[src/rtl/cond_exec_ctrl.sv]
// cond_exec_ctrl
//   Execute-stage conditional-execution controller. Holds the architectural
//   NZCV status register and evaluates each instruction's condition field
//   against it. The result gates the EX-stage write-enables, commits flag
//   updates and sequences the squash of younger instructions after a taken
//   branch.
//
//   Optional feature: define COND_STATS_EN to build the two 16-bit saturating
//   statistics counters. Without it, exec_count and annul_count read zero.
//
// Parameters
//   SQUASH_DEPTH  younger slots squashed after a taken branch (1..3)
//
// Ports
//   clk          in   core clock, rising edge
//   rst_n        in   synchronous active-low reset
//   valid_in     in   an instruction occupies EX this cycle
//   stall        in   pipeline freeze, holds all state
//   cond         in   [3:0] instruction condition field
//   s_bit        in   instruction requests a flag update
//   is_branch    in   instruction is B/BL
//   alu_nzcv     in   [3:0] ALU result flags {N,Z,C,V}
//   exec_en      out  instruction executes (combinational)
//   branch_taken out  executing branch redirects PC (combinational)
//   flush        out  registered squash of IF/ID contents
//   status       out  [3:0] registered {N,Z,C,V}
//   exec_count   out  [15:0] executed-instruction count
//   annul_count  out  [15:0] annulled/squashed-instruction count
module cond_exec_ctrl #(
    parameter int SQUASH_DEPTH = 2
) (
    input  logic        clk,
    input  logic        rst_n,
    input  logic        valid_in,
    input  logic        stall,
    input  logic [3:0]  cond,
    input  logic        s_bit,
    input  logic        is_branch,
    input  logic [3:0]  alu_nzcv,
    output logic        exec_en,
    output logic        branch_taken,
    output logic        flush,
    output logic [3:0]  status,
    output logic [15:0] exec_count,
    output logic [15:0] annul_count
);

    typedef enum logic {RUN, SQUASH} state_t;

    state_t     state;
    state_t     next_state;
    logic [1:0] squash_cnt;
    logic [1:0] next_cnt;
    logic [3:0] status_q;
    logic       flush_q;
    logic       pass;

    // Condition evaluation; f = {N,Z,C,V}.
    function automatic logic cond_pass(input logic [3:0] c, input logic [3:0] f);
        logic n, z, cy, v;
        logic r;
        n  = f[3];
        z  = f[2];
        cy = f[1];
        v  = f[0];
        case (c)
            4'h0:    r = z;
            4'h1:    r = !z;
            4'h2:    r = cy;
            4'h3:    r = !cy;
            4'h4:    r = n;
            4'h5:    r = !n;
            4'h6:    r = v;
            4'h7:    r = !v;
            4'h8:    r = cy & !z;
            4'h9:    r = !cy | z;
            4'hA:    r = (n == v);
            4'hB:    r = (n != v);
            4'hC:    r = !z & (n == v);
            4'hD:    r = z | (n != v);
            4'hE:    r = 1'b1;
            default: r = 1'b0;
        endcase
        return r;
    endfunction

    assign pass = cond_pass(cond, status_q);

    // Next-state and combinational outputs. Nothing executes while reset is
    // asserted; a stall holds the FSM and the squash counter.
    always_comb begin
        next_state   = state;
        next_cnt     = squash_cnt;
        exec_en      = 1'b0;
        branch_taken = 1'b0;
        case (state)
            RUN: begin
                exec_en      = rst_n & valid_in & pass & !stall;
                branch_taken = exec_en & is_branch;
                if (branch_taken) begin
                    next_state = SQUASH;
                    next_cnt   = SQUASH_DEPTH[1:0];
                end
            end
            SQUASH: begin
                // Count reaching 1 marks the final squash cycle, so flush
                // stays high for exactly SQUASH_DEPTH non-stalled cycles.
                if (!stall) begin
                    if (squash_cnt <= 2'd1) begin
                        next_state = RUN;
                        next_cnt   = 2'd0;
                    end else begin
                        next_cnt = squash_cnt - 2'd1;
                    end
                end
            end
            default: begin
                next_state = RUN;
                next_cnt   = 2'd0;
            end
        endcase
    end

    // State, flush and status registers. Flags and a new squash may commit
    // on the same edge when a taken branch also sets S.
    always_ff @(posedge clk) begin
        if (!rst_n) begin
            state      <= RUN;
            squash_cnt <= 2'd0;
            flush_q    <= 1'b0;
            status_q   <= 4'b0000;
        end else begin
            state      <= next_state;
            squash_cnt <= next_cnt;
            flush_q    <= (next_state == SQUASH);
            if (exec_en && s_bit) begin
                status_q <= alu_nzcv;
            end
        end
    end

    assign flush  = flush_q;
    assign status = status_q;

`ifdef COND_STATS_EN
    logic        annul;
    logic [15:0] exec_cnt_q;
    logic [15:0] annul_cnt_q;

    // An instruction is annulled when it is present and not stalled but
    // either fails its condition or sits in a squashed slot.
    assign annul = rst_n & valid_in & !stall & (!pass | (state == SQUASH));

    always_ff @(posedge clk) begin
        if (!rst_n) begin
            exec_cnt_q  <= 16'h0000;
            annul_cnt_q <= 16'h0000;
        end else begin
            if (exec_en && (exec_cnt_q != 16'hFFFF)) begin
                exec_cnt_q <= exec_cnt_q + 16'd1;
            end
            if (annul && (annul_cnt_q != 16'hFFFF)) begin
                annul_cnt_q <= annul_cnt_q + 16'd1;
            end
        end
    end

    assign exec_count  = exec_cnt_q;
    assign annul_count = annul_cnt_q;
`else
    assign exec_count  = 16'h0000;
    assign annul_count = 16'h0000;
`endif

endmodule

[config.mk]
export PLATFORM = sky130hd
export DESIGN_NAME = cond_exec_ctrl
export DESIGN_NICKNAME = d
export VERILOG_FILES = /design/src/rtl/cond_exec_ctrl.sv
export SDC_FILE = /design/constraint.sdc
export NUM_CORES = 1
export LEC_CHECK = 0
export ABC_CLOCK_PERIOD_IN_PS = 2400
export CAP_MARGIN = 5
export CORE_ASPECT_RATIO = 1.1
export CORE_MARGIN = 3
export CORE_UTILIZATION = 36
export CTS_CLUSTER_DIAMETER = 50
export CTS_CLUSTER_SIZE = 12
export DETAILED_ROUTE_END_ITERATION = 12
export GPL_TIMING_DRIVEN = 0
export PLACE_DENSITY = 0.83
export SYNTH_ARGS = -nofsm -noshare
export SYNTH_HDL_FRONTEND = slang
export SYNTH_SLANG_ARGS = --single-unit
[constraint.sdc]
create_clock -name clk -period 2.4 [get_ports clk]
set_input_delay 0.6 -clock clk [delete_from_list [all_inputs] [get_ports clk]]
set_output_delay 0.6 -clock clk [all_outputs]
set_load 0.02 [all_outputs]
======== Yosys cells after proc, flatten, opt, wreduce, memory -nomap -nowiden ========
Cells that the tools add are included.
word-level totals
  flip-flop bits (word level) ............. 7
  memory bits (writable) .................. 0
  output and inout port bits .............. 39
  bits in latches ......................... 0
  bits in read-only memories .............. 0
  logic and storage cells ................. 51
  memories kept ........................... 0
  input port bits ......................... 14
cells by class
  mux-type cells .......................... 11
  bitwise operators ....................... 9
  reduce and logical (&&, ||, !) cells .... 8
  shifts and indexed selects .............. 0
  multipliers ............................. 0
  $lt $le $gt $ge ......................... 1
  divide/modulo/power cells ............... 0
  add/subtract/negate cells ............... 1
  eq/ne operators ......................... 18
operator list
  kind                                                  count
  == test 4 bit (second input constant)                 7
  == test 4 x 3 -> 1 bit (second input constant)        4
  case mux 1 bit (15 select lines)                      1
  == test 4 x 2 -> 1 bit (second input constant)        2
  bitwise AND 1 bit                                     6
  2-to-1 mux 2 bit                                      3
  zero test 1 bit                                       5
  2-to-1 mux 1 bit                                      5
  == test 4 x 1 -> 1 bit (second input constant)        1
  zero test 4 bit                                       1
  inequality test 2 bit (second input constant)         2
  case mux 2 bit (2 select lines)                       1
  <= comparator 2 x 1 -> 1 bit (second input constant)  1
  OR 1 bit                                              2
  case mux 1 bit (2 select lines)                       1
  AND reduction 2 bit                                   1
  subtractor 2 x 1 -> 2 bit (second input constant)     1
  == test 1 bit                                         1
  logical AND 1 bit                                     1
  inequality test 1 bit                                 1
  NOT 1 bit                                             1

======== Depth between registers and ports, before layout ========
  depth after elaboration ................. 8
  mapped depth ............................ 6
  gate-level depth less buffers ........... 5

======== Worst setup path after synthesis ========
No wires, ideal clock.
  path kind ............................... input to output
  start ................................... input port cond[2]
  end ..................................... output port branch_taken
  required time ........................... 1.800 ns
  data arrival time ....................... 1.869 ns
  setup slack ............................. -0.069 ns
  path buffers ............................ 1
  stages .................................. 5
  cell sequence ........................... buf_6 or4b_1 o311a_1 a31o_4 a31oi_2
on the way
  word-level cells in the longest chain between the ends .. 6
  elaborated cells between the ends (all ways) .. 20
  those cells by class .................... eq/ne: 14; mux: 2; bitwise: 3; reduce/logical: 1
ends and longest elaborated chain
  element                                      line  RTL
  from (decl)                                  36    input logic [3:0] cond,
  == test 4 bit, or another cell as far along  66    case (c)
  case mux 1 bit (15 select lines) *           66
  bitwise AND 1 bit * (2 in a row)             98    exec_en = rst_n & valid_in & pass & !stall;
  bitwise AND 1 bit *                          99    branch_taken = exec_en & is_branch;
  2-to-1 mux 1 bit *                           96    case (state)
  to (decl)                                    41    output logic branch_taken,
Every way passes the cells marked *; elsewhere a longest branch is shown, timed or not.

======== Final worst setup path ========
  start ................................... input port cond[3]
  end ..................................... output port branch_taken
Same word-level chain as after synthesis.

==> impl_metrics.tcl <==
set metrics [dict create \
    met2_length_um 904 \
    critPathArrivalTime_ns 1.97 \
    crit_type "in2out" \
    critPathMaxStageDelay_ns 0.46 \
    crit_path_end_kind "output pin" \
    htreeDepth 1 \
    grt_overflow 0 \
    setup_ws_ns -0.1687 \
    fillCellCount 192 \
    hold_slack_ns 0.5097 \
    min_from "status[3]" \
    synth_top_area_share_pct 29.00 \
    synth_ff_type "dfxtp_1" \
    worstReg2RegEnd "status[0]" \
    final_hold_viol_count 0 \
    port_buffers 18 \
    rsz0062_at_grt "yes" \
    yosysWarningCount 0 \
    fin_setup_tns_ns -0.3224 \
    cp_max_fo 3 \
    async_reset_ff_share_pct 0 \
    core_region_area_mm2 0.002085 \
    yosysMostFrequentCell "buf_4" \
    rows 17 \
    num_antenna_cells 0 \
    synth_cell_types 36 \
    outcome "finished with violations" \
    final_nets 172 \
    peakVddDrop_mv 0.2203 \
    slew_headroom_pct 66.61 \
    syn-cell-area_um2 828.3 \
    tightest_slew_ns 0.4975 \
    start_util_pct 39.74 \
    r2r-start "status[1]" \
    dieHeight_um 56.31 \
    insertion_delay_ns 0.25 \
    cts_tree "done" \
    cpMostUsedCell "buf_6" \
    grt_use_total_pct 12.01 \
    via_count 756 \
    p_per_area_mw_per_mm2 315.4 \
    start_kind "primary input" \
    synth.largest_area_cell "buf_4" \
    postSynthCellCount 99 \
    finalClockSkew_ns 0.003014 \
    slew_violations 0 \
    syn2layout_area_growth_pct 51.96 \
    cts_sinks 7 \
    ys_seq_elements 7 \
    cpMaxStageDelayCell "or4b_1" \
    die_x_um 51.74 \
    dpl.hpwl_mm 1.435 \
    pin_count 53 \
    initialDrtViolationCount 9 \
    synth_common_cells "32 x buf_4, 11 x nand2_1, 7 x dfxtp_1" \
    drv_cap 0 \
    clk_path_buf_depth 2 \
    static-leakage-power_uw 0.0005944 \
    top_layer_used "met4" \
    ant_nets 0 \
    drive_gt1_share_pct 38.22 \
    path_clk_slew_ns 0.05 \
    wl_met3_um 227 \
    wl_met1_um 653 \
    required_ns 1.80 \
    violations "negative setup slack" \
    hold_end "status[3]" \
    worstHoldPathCells 2 \
    setup_viol 2 \
    fin_total_pwr_uw 397.0 \
    die-area_mm2 0.002913 \
    avgRoutedWirePerCell_um 9.703 \
    worst_hold_path_type "reg2reg" \
    grt_max_degree 11 \
    synth_edf_count 0 \
    synth.area.top_cells "buf_4 29%, dfxtp_1 17%, nand2_1 5.0%, mux2i_1 4.8%, o311ai_4 3.2%" \
    post-route-min-period_ns 2.569 \
    period_share_pct 107.0 \
    grt_pass1_wl_mm 2.691 \
    grt_antenna_before_repair 0 \
    wl_mm 1.795 \
    crit_chain "buf_8 > buf_6 > or4b_1 > o311a_1 > a31o_4 > a31oi_4 > buf_6" \
    fmax_mhz 389.3 \
    numCtsBuffers 3 \
    avgSynthCellArea_um2 8.367 \
    grt_pass1_vias 654 \
    path_buf_inv 3 \
    critPathTopFamily "compound AO/OA/AOI/OAI gates" \
    remaining_drc_errors 0 \
    drt-vias-per-instance 4.086 \
    clockRootBuffer "clkbuf_4" \
    drt-pass1-iter-count 4 \
    rrSetupSlack_ns 0.46 \
    synth_seq_area_share_pct 16.92 \
    r2r_cells 6 \
    place_ws_ns -1.098 \
    place_congestion 0.7019 \
    setup.worst_path.start "cond[3]" \
]
[cells in the final DEF, fill, tap and decap left out, types with 2 or more instances in the layout]
cell type,count
a21oi_1,3
a31oi_4,2
buf_2,2
buf_4,37
buf_6,4
clkbuf_1,2
clkbuf_4,3
clkdlybuf4s50_1,14
conb_1,32
dfxtp_1,5
dfxtp_2,2
inv_1,2
mux2i_1,4
nand2_1,11
nand2b_1,4
nand4bb_1,2
nor2_1,4
o211ai_1,2
[how the worst max path moves through the flow]
| stage | end | slack (ns) | depth (start not counted) |
|---|---|---|---|
| 6_report | branch_taken | -0.17 | 7 |
| 5_1_grt | branch_taken | -0.22 | 7 |
| 4_1_cts | branch_taken | -0.24 | 7 |
| 3_5_place_dp | branch_taken | -1.10 | 7 |
| 3_3_place_gp | branch_taken | -1.06 | 7 |
| 2_1_floorplan | branch_taken | -0.003 | 5 |
[state kept, by name, indices dropped and copies added, names as in the netlist]
signal      count
status          4
squash_cnt      2
flush           1
[per-layer routing]
metal  GRT usage [%]  up-vias
met1           11.24      321
li1                -      393
met4           7.865        0
met5               0        -
met3           4.775        2
met2           20.91       40
[power breakdown]
group,internal (µW),leakage (µW),switching [µW]
clock network,63.2,0.0000150,40.6
logic,82.4,0.000522,89.0
registers,119,0.0000576,2.90
[kinds of logic after synthesis]
| logic type | count (synthesis) | share of synthesized area (%) |
|---|---|---|
| buffers and inverters | 38 | 33.68 |
| and+or+nand+nor | 32 | 22.66 |
| muxes | 5 | 6.193 |
| other | 1 | 0.4527 |
| AOI/OAI and AO/OA | 14 | 17.98 |
| xor gates and xnor gates | 2 | 2.115 |
| DFF | 7 | 16.92 |
[final cells by class]
class	instances	area [µm²]	area share (%)
clock buffer	4	26.28	2.087
buffer	36	271.5	21.57
timing repair buffer	23	220.2	17.49
inverter	2	7.507	0.5964
tap	28	35.03	2.783
multi-input combinational	85	555.5	44.14
sequential	7	142.6	11.33
[what timing repair did]
item / in CTS / in global routing
hold buffers: 0 / 0
gates cloned: 0 / 0
setup endpoints to repair: 2 / 2
pin swaps: 2 / 3
setup buffers: 2 / 3
gates resized for setup: 21 / 6
[through the flow]
stage | instances | util (%) | area, µm²
after floorplan | 130 | - | 960.9
after global placement | 176 | 56.42 | 1176
after detailed placement | 176 | 56.42 | 1176
after CTS | 182 | 58.64 | 1222
after global routing | 185 | 60.38 | 1259
final | 185 | 60.38 | 1259
[worst min-delay path: stages, from the launching register on]
cell and delay, ns:
dfxtp_2 0.35, nand2_1 0.06, mux2i_1 0.05
No activity file was read; power rests on OpenSTA's default activity.
